==> src/rtl/wb_init_pkg.sv <==
// rtl/wb_init_pkg.sv - shared types and constants for the Wishbone initiator bridge
package wb_init_pkg;

    typedef enum logic [1:0] {
        IDLE = 2'd0,
        BUS  = 2'd1,
        RESP = 2'd2
    } state_t;

    localparam int unsigned DEFAULT_TIMEOUT_CYCLES = 255;
    localparam logic [3:0]  WB_SEL_ALL             = 4'hF;
    localparam logic [31:0] ERR_DATA               = 32'h0;

endpackage

==> src/rtl/wb_init_timeout.sv <==
// rtl/wb_init_timeout.sv - clearable ack-less cycle counter with expire flag
module wb_init_timeout
    import wb_init_pkg::*;
#(
    parameter int unsigned TIMEOUT_CYCLES = DEFAULT_TIMEOUT_CYCLES
) (
    input  logic clk,
    input  logic rst,
    input  logic clr,
    input  logic en,
    output logic expire
);

    localparam int unsigned     CNT_W = $clog2(TIMEOUT_CYCLES + 1);
    localparam logic [CNT_W-1:0] LAST = CNT_W'(TIMEOUT_CYCLES - 1);

    logic [CNT_W-1:0] count;

    // Count enabled cycles since the last clear; the owner leaves BUS on expiry so no wrap handling
    always_ff @(posedge clk) begin
        if (rst || clr) begin
            count <= '0;
        end else if (en) begin
            count <= count + 1'b1;
        end
    end

    // Expire on the enabled cycle that would be the TIMEOUT_CYCLES-th one
    assign expire = en && (count == LAST);

endmodule

==> src/rtl/wb_initiator_bridge.sv <==
// rtl/wb_initiator_bridge.sv - single-outstanding Wishbone classic initiator, watchdog under WB_INITIATOR_TIMEOUT_EN
module wb_initiator_bridge
    import wb_init_pkg::*;
#(
    parameter int unsigned TIMEOUT_CYCLES = DEFAULT_TIMEOUT_CYCLES
) (
    input  logic        wb_clk_i,
    input  logic        wb_rst_i,
    input  logic        cmd_valid,
    output logic        cmd_ready,
    input  logic        cmd_we,
    input  logic [3:0]  cmd_sel,
    input  logic [31:0] cmd_adr,
    input  logic [31:0] cmd_dat,
    output logic        rsp_valid,
    input  logic        rsp_ready,
    output logic [31:0] rsp_dat,
    output logic        rsp_err,
    output logic        wbm_cyc_o,
    output logic        wbm_stb_o,
    output logic        wbm_we_o,
    output logic [3:0]  wbm_sel_o,
    output logic [31:0] wbm_adr_o,
    output logic [31:0] wbm_dat_o,
    input  logic [31:0] wbm_dat_i,
    input  logic        wbm_ack_i
);

    if (TIMEOUT_CYCLES < 1 || TIMEOUT_CYCLES > 65535) begin : g_bad_timeout
        $error("TIMEOUT_CYCLES must be in 1..65535");
    end

    state_t state;
    state_t state_next;
    logic   cmd_fire;
    logic   bus_ack;
    logic   expire;

    assign cmd_fire = cmd_valid && (state == IDLE);
    assign bus_ack  = wbm_ack_i && (state == BUS);

    // Handshake flags and bus strobes decode straight from state, so ack never reaches an output combinationally
    assign cmd_ready = (state == IDLE);
    assign rsp_valid = (state == RESP);
    assign wbm_cyc_o = (state == BUS);
    assign wbm_stb_o = (state == BUS);

`ifdef WB_INITIATOR_TIMEOUT_EN
    logic rsp_err_q;

    wb_init_timeout #(
        .TIMEOUT_CYCLES(TIMEOUT_CYCLES)
    ) u_timeout (
        .clk   (wb_clk_i),
        .rst   (wb_rst_i),
        .clr   (cmd_fire),
        .en    ((state == BUS) && !wbm_ack_i),
        .expire(expire)
    );

    // Error flag: set only by an ack-less expiry, cleared by any acknowledged cycle
    always_ff @(posedge wb_clk_i) begin
        if (wb_rst_i) begin
            rsp_err_q <= 1'b0;
        end else if (bus_ack) begin
            rsp_err_q <= 1'b0;
        end else if (expire) begin
            rsp_err_q <= 1'b1;
        end
    end

    assign rsp_err = rsp_err_q;
`else
    assign expire  = 1'b0;
    assign rsp_err = 1'b0;
`endif

    // State register
    always_ff @(posedge wb_clk_i) begin
        if (wb_rst_i) begin
            state <= IDLE;
        end else begin
            state <= state_next;
        end
    end

    // Next-state: ack takes priority over expiry
    always_comb begin
        state_next = state;
        case (state)
            IDLE: if (cmd_valid)              state_next = BUS;
            BUS:  if (wbm_ack_i || expire)    state_next = RESP;
            RESP: if (rsp_ready)              state_next = IDLE;
            default:                          state_next = IDLE;
        endcase
    end

    // Latch the command on acceptance; these registers drive the bus for the whole BUS state
    always_ff @(posedge wb_clk_i) begin
        if (wb_rst_i) begin
            wbm_we_o  <= 1'b0;
            wbm_sel_o <= 4'h0;
            wbm_adr_o <= 32'h0;
            wbm_dat_o <= 32'h0;
        end else if (cmd_fire) begin
            wbm_we_o  <= cmd_we;
            wbm_sel_o <= cmd_sel;
            wbm_adr_o <= cmd_adr;
            wbm_dat_o <= cmd_dat;
        end
    end

    // Capture read data on ack; writes and aborted cycles return the error pattern
    always_ff @(posedge wb_clk_i) begin
        if (wb_rst_i) begin
            rsp_dat <= 32'h0;
        end else if (bus_ack) begin
            rsp_dat <= wbm_we_o ? ERR_DATA : wbm_dat_i;
        end else if (expire) begin
            rsp_dat <= ERR_DATA;
        end
    end

endmodule

==> config.mk <==
export PLATFORM = sky130hd
export DESIGN_NAME = wb_initiator_bridge
export DESIGN_NICKNAME = d
export VERILOG_FILES = /design/src/rtl/wb_init_pkg.sv /design/src/rtl/wb_init_timeout.sv /design/src/rtl/wb_initiator_bridge.sv
export SDC_FILE = /design/constraint.sdc
export NUM_CORES = 1
export LEC_CHECK = 0
export CORE_ASPECT_RATIO = 1.1
export CORE_MARGIN = 2
export CORE_UTILIZATION = 30
export CTS_BUF_LIST = sky130_fd_sc_hd__clkbuf_4 sky130_fd_sc_hd__clkbuf_8
export DETAILED_ROUTE_END_ITERATION = 16
export DONT_BUFFER_PORTS = 1
export GPL_TIMING_DRIVEN = 0
export PLACE_DENSITY = 0.53
export RECOVER_POWER = 100
export REMOVE_ABC_BUFFERS = 1
export SLEW_MARGIN = 20
export SYNTH_ARGS = -nofsm -noshare
export SYNTH_HDL_FRONTEND = slang
export SYNTH_SLANG_ARGS = --single-unit
==> constraint.sdc <==
create_clock -name wb_clk_i -period 1.8 [get_ports wb_clk_i]
set_clock_uncertainty 0.1 [all_clocks]
set_input_delay 0.36 -clock wb_clk_i [delete_from_list [all_inputs] [get_ports wb_clk_i]]
set_output_delay 0.36 -clock wb_clk_i [all_outputs]
set_load 0.005 [all_outputs]
==> flow_summary.yaml <==
global_routing:
  grt_pass1_wl_mm: 15.21
  grt_start_max_net_pins: 205
  gr-total-overflow: 0
  antenna_found_initial: 0
  first_global_vias: 2992
  grt_use_total_pct: 11.83
clock_tree:
  tritoncts: "built"
  htreeDepth: 3
  clock_latency_ns: 0.37
  clkSinkCount: 103
  cts_root_buffer: "clkbuf_8"
  cts_buffer_depth: 2
  clkTransAtPathRegs_ns: 0.10
  cts-buffers-inserted: 9
power:
  power_density_nw_per_um2: 817.6
  ir_drop_uv: 359.9
  p_leak_nw: 1.969
  finalPower_mw: 4.353
yosys:
  synth_cell_type_count: 14
  syn_area_um2: 4731
  synth_ff_type: "dfxtp_1"
  ys_warn_count: 0
  avgSynthCellArea_um2: 10.40
  postSynth.asyncResetShare_pct: 0
  ys_seq_area_share_pct: 43.59
  syn_inst: 455
  synth.most_common_cell: "nand2b_1"
  synth_edf_count: 0
  synth_top_area_share_pct: 43.59
  synth_area_leaders: "dfxtp_1 44%, nand2b_1 22%, mux2i_1 21%"
  ys_ff_latch: 103
  synth_commonest_cells: "170 x nand2b_1, 103 x dfxtp_1, 101 x mux2i_1"
  yosysTopAreaCell: "dfxtp_1"
timing:
  slew_violations: 0
  fmax_mhz: 590.4
  worst_pin_slew_ns: 0.5284
  rsz0062_at_grt: "false"
  period_needed_ns: 1.694
  hold_viol_final: 0
  slew_headroom_pct: 64.77
  setup_viol_count_final: 0
  fin_setup_tns_ns: 0
  min_period_over_period_pct: 94.10
  setup_slack_ns: 0.1061
worst_setup_path:
  cp_num_buf_inv: 3
  crit_fanout: 15
  cp_slowest_cell: "dfxtp_1"
  required_ns: 2.00
  arrival_ns: 1.90
  cp_common_cell: "buf_4"
  critPathKind: "flop to flop"
  crit_family: "buffers and inverters"
  cpPeakStageDelay_ns: 0.39
  start_kind: "flop"
  end_kind: "flop"
  crit_chain: "nor3b_4, buf_4, buf_4, buf_4, mux2i_1"
layout:
  fin_util_pct: 34.23
  fin_area_um2: 5324
  finish.net_count: 574
  drive_above_1_share_pct: 5.945
  antenna_cells: 0
  areaGrowthSynthToFinish_pct: 12.54
die:
  die-area_um2: 16790
  die_h_um: 135.7
  io_pins: 212
  core_um2: 15550
  die_w_um: 123.7
  initial_core_util_pct: 30.41
  row_count: 48
routing:
  dr.first_iter.drc_count: 82
  vias: 3088
  wl_per_cell_um: 15.48
  route.detailed.drc: 0
  dr.pass1.iters: 4
  wirelength_mm: 10.39
  vias_per_cell: 4.602
  ant_nets: 0
placement:
  hpwlAfterDp_mm: 7.314
  dpl-instance-area_um2: 4855
  gp_congestion: 0.7671
  port_buffers: 0
  dpl_worst_slack_ns: -0.2155
run:
  maxCapViolations: 0
status:
  outcome: "finished clean"
worst_hold_path:
  hold_class: "input pin to flop"
==> cell usage in the layout (no fill, tap or decap) <==
cell type,count
and3b_4,1
buf_16,1
buf_4,4
buf_6,3
clkbuf_1,1
clkbuf_4,2
clkbuf_8,9
clkinv_2,2
clkinvlp_4,2
conb_1,1
dfxtp_1,102
dfxtp_2,1
dlygate4sd3_1,31
mux2i_1,101
nand2b_1,170
nor2_1,1
nor2b_1,2
nor3b_1,2
nor3b_4,1
o21ba_2,2
or3b_1,32
==> final timing paths <==
kind                            depth (start not counted)       endpoint  slack [ns]     startpoint
worst max-delay path                                    5   wbm_adr_o[5]        0.11       state[1]
worst min-delay path                                    2  wbm_adr_o[10]        0.04    cmd_adr[10]
worst max register to register                          5   wbm_adr_o[5]        0.11       state[1]
worst min register to register                          2  wbm_dat_o[29]        0.40  wbm_dat_o[29]
==> timing repair <==
item                       4_1_cts  5_1_grt
gates cloned                     0        0
buffers inserted                 2        0
hold buffers                    31        0
resized for setup                4        1
setup endpoints to repair       30        7
pin swaps                        1        0
hold endpoints to repair        31        0
==> power by group <==
part / leakage [nW] / internal, mW / switching, mW / total [mW]
Sequential: 0.844 / 2.42 / 0.141 / 2.56
Clock: 0.0774 / 0.499 / 0.786 / 1.28
Combinational: 1.05 / 0.312 / 0.192 / 0.504
Total: 1.97 / 3.23 / 1.12 / 4.35
==> layer usage <==
metal / GRT usage (%) / part of all wire [%] / vias up
li1: - / - / 1510
met1: 12.35 / 38 / 1430
met2: 19.93 / 51 / 119
met3: 3.577 / 6.6 / 29
met4: 8.586 / 4.8 / 0
met5: 0 / 0 / -
==> kinds of logic after synthesis <==
group                  share of synthesized area, %
buffers and inverters                         5.131
and+or+nand+nor                               29.41
DFF                                           43.59
other                                       0.07927
muxes                                         21.37
AOI/OAI and AO/OA                            0.4232
==> through the flow <==
step	std cells	hold WS [ns]
2_1_floorplan	416	0.3644
3_3_place_gp	616	0.3782
3_5_place_dp	627	0.3824
4_1_cts	672	0.001035
5_1_grt	671	0.001894
6_report	671	0.03528
==> area by class of cell <==
cell class / instances / area, µm²
Clock inverter: 4 / 25.02
Timing Repair Buffer: 41 / 412.9
Sequential cell: 103 / 2063
Tap cell: 200 / 250.2
Multi-Input combinational cell: 313 / 2441
Fill cell: 1571 / 10230
Clock buffer: 10 / 131.4
==> sequential cells by signal (all words and copies together), names as in the netlist <==
name / count
state: 2
rsp_dat: 32
wbm_adr_o: 32
wbm_dat_o: 32
wbm_sel_o: 4
wbm_we_o: 1
Note: power is estimated with default switching activity, not from simulation.
==> variant 1: new RTL, same settings <==
Encoding of `state_t`: now one-hot (3 bits for 3 states).
--- a/src/rtl/wb_init_pkg.sv
+++ b/src/rtl/wb_init_pkg.sv
@@ -1,10 +1,10 @@
 // rtl/wb_init_pkg.sv - shared types and constants for the Wishbone initiator bridge
 package wb_init_pkg;
 
-    typedef enum logic [1:0] {
-        IDLE = 2'd0,
-        BUS  = 2'd1,
-        RESP = 2'd2
+    typedef enum logic [2:0] {
+        IDLE = 3'b001,
+        BUS  = 3'b010,
+        RESP = 3'b100
     } state_t;
 
     localparam int unsigned DEFAULT_TIMEOUT_CYCLES = 255;
Formal check against the unedited RTL: no difference found for any inputs over 10 cycles, from zero or initial values and one cycle with wb_rst_i high; not proved beyond that.
==> variant 1 against the original RTL <==
  * Global-route usage grew 1.3 points
  * Routed wire length is 4.4% lower
  * Sequential share of layout area rose by 11 points
  * Critical path type unchanged
  * Sequential cell count grew 1
  * Setup slack lost 0.0067 ns
  * Die area decreased by 19%
  * Critical endpoint is now wbm_adr_o[10]
  * Highest routed layer unchanged
  * Design area shrank 22%
  * Synthesized area decreased by 19%
  * The run now ends with hold timing left
  * Hold slack got worse by 0.087 ns
  * Power fell by 0.88%
==> variant 1: results (changes against the original RTL) <==
| Metric | Value |
|---|---|
| Status | complete, but fails checks |
| Failing checks | hold timing |
| Fin nets | 551 (-4.0%) |
| Crit-path max cell delay | 0.69 ns (+0.30 ns) |
| Placed cell count | 585 (-6.7%) |
| Fill cells | 1330 (-15%) |
| Wire length on met2 | 4.84 mm (-7.9%) |
| Hold Path Stages | 1 (-1) |
| Resized cells post-CTS | 3 (-1) |
| Reg2Reg Depth | 3 (-2) |
| Vias in the first global route | 2873 (-4.0%) |
| Sequential fraction of the synthesis area | 54.6% (+11 points) |
| M1 WL | 3.81 mm (-3.5%) |
| Post-synth top cells | nand2_1 (170), dfxtp_1 (104), a21oi_1 (102) |
| Hold buffer count at cts | 2 (-94%) |
| Pin count of the biggest net entering global routing | 105 (-49%) |
| Worst reg2reg endpoint | wbm_adr_o[10] |
| Cells after Synth | 465 (+2.2%) |
| Hold Path End | rsp_dat[11] |
| Peak supply drop | 0.670 mV (+86%) |
| Layout cells sized above 1 | 7.33% (+1.4 points) |
| Final hold viol count | 58 (+58) |
| Static Leak | 1.39 nW (-29%) |
| Vias | 3026 (-2.0%) |
| Synth top area cells | dfxtp_1 (55%), nand2_1 (17%), a21oi_1 (13%) |
| WL met3 | 1.07 mm (+54%) |
| Delay-heaviest family, CP | simple AND/OR/NAND/NOR gates |
| Non-filler cells, final | 607 (-9.5%) |
| Hold_sp | wb_rst_i |
| Gpl congestion | 0.737 (-3.9%) |
| DRT iter0 DRCs | 233 (+180%) |
| First-pass GRT wire length | 14.3 mm (-6.1%) |
| Hold_ws | -0.0517 ns (-0.0869 ns) |
| Routed len/inst | 16.4 µm (+5.6%) |
| Antenna violations before repair | 0 (unchanged) |
## variant 1: routing by layer
layer,track usage [%],vias to the layer above
met5,0,-
met4,5.25,0
met3,6.12,13
met2,22.3,156
met1,14.4,1381
li1,-,1476
## variant 1: final cells by class
| type | count | area [µm²] | share of cell area (%) |
|---|---|---|---|
| tap | 157 | 196 | 4.70 |
| multi-input combinational | 320 | 1600 | 38.2 |
| clock inverter | 5 | 55.1 | 1.32 |
| clock buffer | 11 | 151 | 3.62 |
| timing repair buffer | 8 | 85.1 | 2.04 |
| sequential | 104 | 2090 | 50.0 |
| inverter | 2 | 7.51 | 0.180 |
## variant 1: metrics by stage
stage | power (mW) | area (µm²) | hold WS, ns
after CTS | 4.38 | 4130 | -0.0858
after detailed placement | 2.87 | 3890 | 0.341
final | 4.31 | 4180 | -0.0517
after global routing | 4.54 | 4180 | -0.0956
after floorplan | 2.75 | 3590 | 0.329
after global placement | 2.83 | 3790 | 0.339
## variant 1: logic make-up (layout without fill, tap and decap cells)
logic type	after synthesis	in the layout	synth area share, %
other	1	1	0.0983
AO/OA/AOI/OAI	104	104	13.9
AND/OR/NAND/NOR	213	215	25.4
flip-flops	104	104	54.6
buffers and inverters	43	26	6.03
## variant 1: worst max-delay path by stage
stage | cells past startpoint | start | endpoint | slack [ns]
finish | 3 | state[0] | wbm_adr_o[10] | 0.1
detailed placement | 3 | state[0] | rsp_dat[12] | -0.06
CTS | 1 | state[1] | wbm_cyc_o | -0.02
global placement | 3 | state[1] | rsp_dat[7] | -2.78
floorplan | 3 | state[1] | rsp_dat[0] | -1.39
global route | 1 | state[2] | rsp_valid | 0.01
## variant 1: power by group
part           switching, mW  internal, mW  total (mW)
clock network          0.771         0.714        1.48
registers              0.112          2.41        2.53
logic                  0.178         0.126       0.304
total                   1.06          3.25        4.31
==> variant 2: new RTL, same settings <==
Made on the original files. Build with the macro `WB_INITIATOR_TIMEOUT_EN` defined.
--- a/src/rtl/wb_initiator_bridge.sv
+++ b/src/rtl/wb_initiator_bridge.sv
@@ -1,4 +1,6 @@
 // rtl/wb_initiator_bridge.sv - single-outstanding Wishbone classic initiator, watchdog under WB_INITIATOR_TIMEOUT_EN
+`define WB_INITIATOR_TIMEOUT_EN
+
 module wb_initiator_bridge
     import wb_init_pkg::*;
 #(
Check against the original RTL: same outputs for any inputs over 10 cycles, from zero or initial values and one cycle with wb_rst_i high; that may be too few to reach the edited logic, so the function may still have changed.
==> variant 2 against the original RTL <==
  * The flow now finishes with violations (hold timing)
  * Highest routed layer unchanged
  * Design area shrank 11%
  * Setup slack worse by 0.025 ns
  * Hold slack got worse by 0.093 ns
  * Routed wire length increased by 14%
  * Largest cell class is now flip-flops and latches
  * Synthesized area fell by 8.6%
  * Power up 14%
  * Sequential cell count grew 9
  * Non-clock buffer count fell by 32
  * Largest power group unchanged
==> variant 2: results (changes against the original RTL) <==
| Metric | Value |
|---|---|
| Status | complete, but fails checks |
| Failing checks | hold timing |
| Cells after Synth | 515 (+13%) |
| Worst R2R Setup Slack | 0.08 ns (-0.03 ns) |
| Fin nets | 598 (+4.2%) |
| Vias in the first global route | 3425 (+14%) |
| Hold Path Stages | 1 (-1) |
| Static Leak | 1.55 nW (-21%) |
| Seq/total area | 47.7% (+8.9 points) |
| Clock network share of area | 4.70% (+1.8 points) |
| Mux cell area share after synthesis | 0.492% (-21 points) |
| Total sequential power | 2.81 mW (+9.8%) |
| #FFs+latches synth | 112 (+8.7%) |
| Non-clk invs | 4 (+4) |
| Crit Reg-Reg Startpoint | u_timeout.count[0] |
| Yosys cell types | 38 (+24) |
| Multi-input logic portion of the cell area | 40.3% (-5.6 points) |
| Non-clk buf share | 1.88% (-5.9 points) |
| Crit-path max cell delay | 0.37 ns (-0.02 ns) |
| Internal power | 3.67 mW (+13%) |
| Synth top area cells | dfxtp_1 (52%), nand2_1 (12%), a21oi_1 (12%) |
| Syn_area_per_cell | 8.40 µm² (-19%) |
| Post-Synth Adder-Cell Area | 0.579% (+0.58 points) |
| Final hold viol count | 86 (+86) |
| Placed cell count | 667 (+6.4%) |
| Place WS | -0.201 ns (+0.0141 ns) |
| Vias | 3615 (+17%) |
| Via density | 5.27 (+15%) |
| Sequential fraction of the synthesis area | 51.9% (+8.3 points) |
| Xor/xnor share of the synthesized area | 0.405% (+0.41 points) |
| Net Sw Frac | 26.2% (+0.53 points) |
| Pre-Repair DR Iteration Count | 6 (+2) |
| Layout cells sized above 1 | 7.89% (+1.9 points) |
| First-pass GRT wire length | 18.3 mm (+20%) |
| Pin count of the biggest net entering global routing | 104 (-49%) |
| Area delta synth->final | 9.00% |
| Post-synth top cells | nand2_1 (143), dfxtp_1 (112), a21oi_1 (104) |
| Worst reg2reg endpoint | state[0] |
| Placed cell areas | 4450 µm² (-8.4%) |
| Period utilization | 95.5% (+1.4 points) |
| P_comb | 0.483 mW (-4.2%) |
| Hold_sp | wb_rst_i |
| Hold_ws | -0.0577 ns (-0.0929 ns) |
| Resized cells post-CTS | 5 (+1) |
| Setup bufs post-CTS | 3 (+1) |
| Non-clock buffer instance count of the final layout | 9 (-78%) |
## variant 2: cell count changes in the layout (fill, tap and decap cells not counted), sizes merged, moves of 29 or more
cell         before  now
o211ai            0   33
nand2             0  143
dlygate4sd3      31    0
nand2b          170    2
mux2i           101    1
a21oi             0  105
or3b             32    3
a22oi             0   32
## variant 2: cell families (layout without fill, tap and decap cells)
kind of cell | count (synthesis) | in the layout
buffers and inverters | 50 | 28
and+or+nand+nor | 169 | 170
DFF | 112 | 112
adders and majority gates | 2 | 2
xor gates and xnor gates | 2 | 2
AOI/OAI and AO/OA | 178 | 178
muxes | 2 | 2
## variant 2: per-layer routing
metal  up-vias  track usage, %  share of wire (%)
met2       185            23.6                 45
li1       1738               -                  -
met3        17            7.26                 13
met5         -               0                  0
met1      1675            17.1                 40
met4         0            7.00                1.9
